File: src/rtl/result_uart_tx.sv
// Captures low bytes of processor stores in an address window into a FIFO and sends them 8N1 over UART.
// Define UART_PARITY_EN to insert an even-parity bit after the data bits (8E1 framing).
module result_uart_tx #(
    parameter int unsigned CLKS_PER_BIT = 434,
    parameter int unsigned FIFO_DEPTH   = 16,
    parameter logic [31:0] WIN_BASE     = 32'h0000_0400,
    parameter int unsigned WIN_WORDS    = 704
) (
    input  logic        clk,
    input  logic        rst,
    input  logic        MemWrite,
    input  logic [31:0] DataAdr,
    input  logic [31:0] WriteData,
    output logic        tx,
    output logic        busy,
    output logic        fifo_full,
    output logic        overflow
);

    localparam int unsigned CW = (CLKS_PER_BIT > 1) ? $clog2(CLKS_PER_BIT) : 1;
    localparam int unsigned PW = $clog2(FIFO_DEPTH);

    // Window bounds held at 33 bits so the upper limit can never wrap.
    localparam logic [32:0] WIN_LO = {1'b0, WIN_BASE};
    localparam logic [32:0] WIN_HI = WIN_LO + (33'(WIN_WORDS) << 2);

    localparam logic [2:0] S_IDLE   = 3'd0;
    localparam logic [2:0] S_START  = 3'd1;
    localparam logic [2:0] S_DATA   = 3'd2;
`ifdef UART_PARITY_EN
    localparam logic [2:0] S_PARITY = 3'd3;
`endif
    localparam logic [2:0] S_STOP   = 3'd4;

    logic [2:0]    state_q, state_d;
    logic [CW-1:0] cnt_q, cnt_d;
    logic [2:0]    bit_q, bit_d;
    logic [7:0]    shreg_q, shreg_d;
`ifdef UART_PARITY_EN
    logic          par_q, par_d;
`endif
    logic [PW-1:0] wr_ptr_q, rd_ptr_q;
    logic [PW:0]   count_q;
    logic          ovf_q;
    logic [7:0]    mem [FIFO_DEPTH];

    logic in_win, full, push, pop, tick;
    logic unused_hi;

    assign unused_hi = ^WriteData[31:8];
    assign in_win    = MemWrite && ({1'b0, DataAdr} >= WIN_LO) && ({1'b0, DataAdr} < WIN_HI);
    assign full      = (count_q == (PW+1)'(FIFO_DEPTH));
    assign push      = in_win && !full;
    assign pop       = (state_q == S_IDLE) && (count_q != '0);
    assign tick      = (cnt_q == CW'(CLKS_PER_BIT - 1));

    always_ff @(posedge clk) begin
        if (push) mem[wr_ptr_q] <= WriteData[7:0];
    end

    always_ff @(posedge clk or negedge rst) begin
        if (!rst) begin
            wr_ptr_q <= '0;
            rd_ptr_q <= '0;
            count_q  <= '0;
            ovf_q    <= 1'b0;
        end else begin
            if (push) wr_ptr_q <= wr_ptr_q + PW'(1);
            if (pop)  rd_ptr_q <= rd_ptr_q + PW'(1);
            case ({push, pop})
                2'b10:   count_q <= count_q + (PW+1)'(1);
                2'b01:   count_q <= count_q - (PW+1)'(1);
                default: count_q <= count_q;
            endcase
            if (in_win && full) ovf_q <= 1'b1;
        end
    end

    always_comb begin
        state_d = state_q;
        cnt_d   = tick ? '0 : cnt_q + CW'(1);
        bit_d   = bit_q;
        shreg_d = shreg_q;
`ifdef UART_PARITY_EN
        par_d   = par_q;
`endif
        case (state_q)
            S_IDLE: begin
                cnt_d = '0;
                if (pop) begin
                    state_d = S_START;
                    shreg_d = mem[rd_ptr_q];
                    bit_d   = '0;
`ifdef UART_PARITY_EN
                    par_d   = ^mem[rd_ptr_q];
`endif
                end
            end
            S_START: if (tick) state_d = S_DATA;
            S_DATA: begin
                if (tick) begin
                    shreg_d = shreg_q >> 1;
                    bit_d   = bit_q + 3'd1;
                    if (bit_q == 3'd7) begin
`ifdef UART_PARITY_EN
                        state_d = S_PARITY;
`else
                        state_d = S_STOP;
`endif
                    end
                end
            end
`ifdef UART_PARITY_EN
            S_PARITY: if (tick) state_d = S_STOP;
`endif
            S_STOP: if (tick) state_d = S_IDLE;
            default: begin
                state_d = S_IDLE;
                cnt_d   = '0;
            end
        endcase
    end

    always_ff @(posedge clk or negedge rst) begin
        if (!rst) begin
            state_q <= S_IDLE;
            cnt_q   <= '0;
            bit_q   <= '0;
            shreg_q <= '0;
`ifdef UART_PARITY_EN
            par_q   <= 1'b0;
`endif
        end else begin
            state_q <= state_d;
            cnt_q   <= cnt_d;
            bit_q   <= bit_d;
            shreg_q <= shreg_d;
`ifdef UART_PARITY_EN
            par_q   <= par_d;
`endif
        end
    end

    always_comb begin
        case (state_q)
            S_START:  tx = 1'b0;
            S_DATA:   tx = shreg_q[0];
`ifdef UART_PARITY_EN
            S_PARITY: tx = par_q;
`endif
            default:  tx = 1'b1;
        endcase
    end

    assign busy      = (state_q != S_IDLE) || (count_q != '0);
    assign fifo_full = full;
    assign overflow  = ovf_q;

endmodule

File: config.mk
export PLATFORM = sky130hd
export DESIGN_NAME = result_uart_tx
export DESIGN_NICKNAME = d
export VERILOG_FILES = /design/src/rtl/result_uart_tx.sv
export SDC_FILE = /design/constraint.sdc
export NUM_CORES = 1
export LEC_CHECK = 0
export CORE_MARGIN = 2
export CORE_UTILIZATION = 57
export CTS_CLUSTER_SIZE = 25
export DETAILED_ROUTE_END_ITERATION = 12
export GPL_TIMING_DRIVEN = 1
export PLACE_DENSITY = 0.87
export SETUP_SLACK_MARGIN = 0.5
export SYNTH_ARGS = -nofsm -noshare
export SYNTH_HDL_FRONTEND = slang
export SYNTH_SLANG_ARGS = --single-unit
File: constraint.sdc
create_clock -name clk -period 7.5 [get_ports clk]
set_clock_uncertainty 0.05 [all_clocks]
set_input_delay 2.25 -clock clk [delete_from_list [all_inputs] [get_ports clk]]
set_output_delay 2.25 -clock clk [all_outputs]
set_load 0.01 [all_outputs]
==> impl_metrics.yaml <==
status:
  status: "completed"
clock_network:
  htreeDepth: 4
  cts_tree: "yes"
  cts_root_buffer: "clkbuf_16"
  clock_latency_ns: 0.43
  clk_pin_slew_ns: 0.07
  holdBufCountCts: 0
  post_cts_buffers: 0
  clockBufferDepth: 2
  cts_sinks: 165
  cts-resized-gates: 0
  cts_buffers: 17
synth:
  synth.avg_cell_area_sq_um: 16.4
  syn-num-nets: 503
  yosysTopAreaCellShare: 0.552
  synth_top_cell_by_area: "edfxtp_1"
  yosys-top-cells-count: "edfxtp_1, dfrtp_1, mux4_2, nor2_1, a21oi_1"
  ys.flop_type: "edfxtp_1"
  yosysWarnings: 0
  synth_edf_count: 128
  netlist_area_sq_um: 6960
  synthArstFlopShare: 0.224
  ys_types: 51
  postSynthCellCount: 424
  synth_area_leaders: "edfxtp_1, dfrtp_1, mux4_2, ha_1, a21oi_1"
  seq_area_frac_synth: 0.685
  yosysMostFrequentCell: "edfxtp_1"
  ys_ff_latch: 165
sta:
  period_needed_ns: 5.18
  min_period_over_period: 0.690
  finalSetupViolCount: 0
  fmax_mhz: 193
  hold_viol: 0
  rsz0062_at_grt: "no"
  slew-limit-headroom: 0.247
  tightest_slew_ns: 1.11
  tns_ns: 0
  drv_slew: 0
grt:
  grtUsageTotal: 0.229
  antenna_found_initial: 0
  grt_pass1_vias: 3970
  overflow: 0
  grt_pass1_wl_mm: 21.7
  grt_max_degree: 38
floorplanning:
  io-pin-count: 71
  die_w_um: 114
  dieArea_sq_um: 13100
  row_count: 40
  chipHeight_um: 114
  initial_core_util: 0.582
  coreArea_sq_um: 12000
route:
  firstDrtPassIters: 4
  wl_per_cell_um: 22.3
  wl_met1_mm: 5.46
  drc_errors: 0
  ant_nets: 0
  routed.top_layer: "met4"
  wl_met3_um: 857
  met2_length_mm: 7.30
  vias: 3843
  drt_iter0_drc: 330
  wl_mm: 13.9
  routed_via_density: 6.16
worst_setup_path:
  critical_path_class: "primary input to register"
  r2r_slack_ns: 4.15
  start_kind: "primary input"
  critPathCaptureType: "register"
  arrival_ns: 5.48
  cp_max_fo: 9
  reg2reg_to: "count_q[4]"
  crit_required_ns: 7.80
  rr_worst_depth: 12
  reg2reg_from: "count_q[1]"
hold_path:
  min_from: "overflow"
  worstHoldPathCells: 1
  holdPathEnd: "overflow"
  hold_class: "register to register"
power_and_ir_drop:
  power_density_nw_per_um2: 228
  irDropWorstVdd_mv: 0.233
  leakagePower_nw: 2.78
placement:
  port_buffers: 38
  place.detailed.hpwl_mm: 8.72
  gp_congestion: 0.808
cells_and_area:
  num-fill-cells: 770
  layout-drive-gt1-share: 0.176
  final_util: 0.668
  fin_nets: 544
  syn2layout_area_growth_pct: 14.9
  n_antenna_cell: 0
run:
  maxCapViolCount: 0
==> per-layer routing <==
metal,GRT usage,up-vias
met2,0.379,156
met4,0.0935,0
met1,0.289,1944
met5,0,-
li1,-,1719
met3,0.0614,24
==> cell type report <==
cell class	count	area, sq um	share of cell area
sequential	165	4770	0.597
multi-input combinational	226	2040	0.255
clock buffer	17	425	0.0532
timing repair buffer	43	413	0.0517
tap	147	184	0.0230
clock inverter	14	115	0.0144
inverter	12	47.5	0.00595
==> flip-flops by register name, indices dropped and copies added (netlist names) <==
signal / count
state_q: 3
mem: 128
wr_ptr_q: 4
bit_q: 3
count_q: 5
cnt_q: 9
shreg_q: 8
overflow: 1
rd_ptr_q: 4
==> worst max-delay path, cell delays in order <==
cell and delay [ns]:
clkdlybuf4s50_1 0.42, nor4b_1 0.40, nand3_1 0.22, nor4_4 0.46
inv_4 0.14, ha_1 0.36, xor2_1 0.17, ha_1 0.22
nor4bb_1 0.36, nand2_1 0.11, o21a_1 0.13, nor2_1 0.11
xnor2_1 0.12
==> how the worst max path moves through the flow <==
stage | from | to | cells past startpoint
6_report | DataAdr[17] | count_q[4] | 13
5_1_grt | MemWrite | count_q[4] | 13
4_1_cts | MemWrite | count_q[4] | 13
3_5_place_dp | DataAdr[28] | count_q[4] | 13
3_3_place_gp | DataAdr[29] | count_q[4] | 13
2_1_floorplan | DataAdr[29] | count_q[4] | 13
==> through the flow <==
stage	hold slack [ns]	setup slack [ns]	power, mW	cells	area [sq um]
floorplan	0.407	2.77	1.01	424	6960
global placement	0.393	2.18	1.03	593	7450
detailed placement	0.404	1.99	1.04	593	7450
CTS	0.419	2.34	1.83	624	7990
global route	0.442	2.03	1.87	624	7990
finish	0.415	2.32	1.82	624	7990
==> cells in the final DEF (no fill, tap or decap), types with 2 or more instances in the layout <==
master / n
inv_6: 5
inv_1: 11
inv_8: 3
and4_1: 2
a22oi_1: 16
nand4_1: 4
nor4bb_1: 2
nor2_2: 2
ha_1: 12
mux4_2: 32
nand3_1: 8
clkinvlp_4: 2
nor3b_2: 3
and2_1: 9
dfrtp_1: 35
clkdlybuf4s50_1: 37
nor2b_1: 5
dfrtp_2: 2
xnor2_1: 12
clkbuf_16: 17
nor2_1: 28
xor2_1: 7
o21ai_0: 4
a21o_1: 2
nand2_1: 18
clkinv_2: 2
a21oi_1: 27
edfxtp_1: 128
nor3_1: 5
buf_4: 5
nor4_1: 7
==> power by group <==
group          internal, mW  switching (mW)  leakage [nW]
clock                 0.431           0.374         0.264
sequential            0.986      0.00000281          1.59
combinational        0.0157          0.0166         0.923
total                  1.43           0.390          2.78
==> cell families (layout without fill, tap and decap cells) <==
| logic type | after synthesis | in the layout | share of synthesized area |
|---|---|---|---|
| AOI/OAI and AO/OA | 58 | 58 | 0.0552 |
| adders and majority gates | 12 | 12 | 0.0216 |
| and+or+nand+nor | 103 | 103 | 0.0852 |
| muxes | 34 | 34 | 0.107 |
| xor gates and xnor gates | 19 | 19 | 0.0239 |
| buffers and inverters | 33 | 86 | 0.0219 |
| DFF | 165 | 165 | 0.685 |
(Power assumes the default switching activity.)
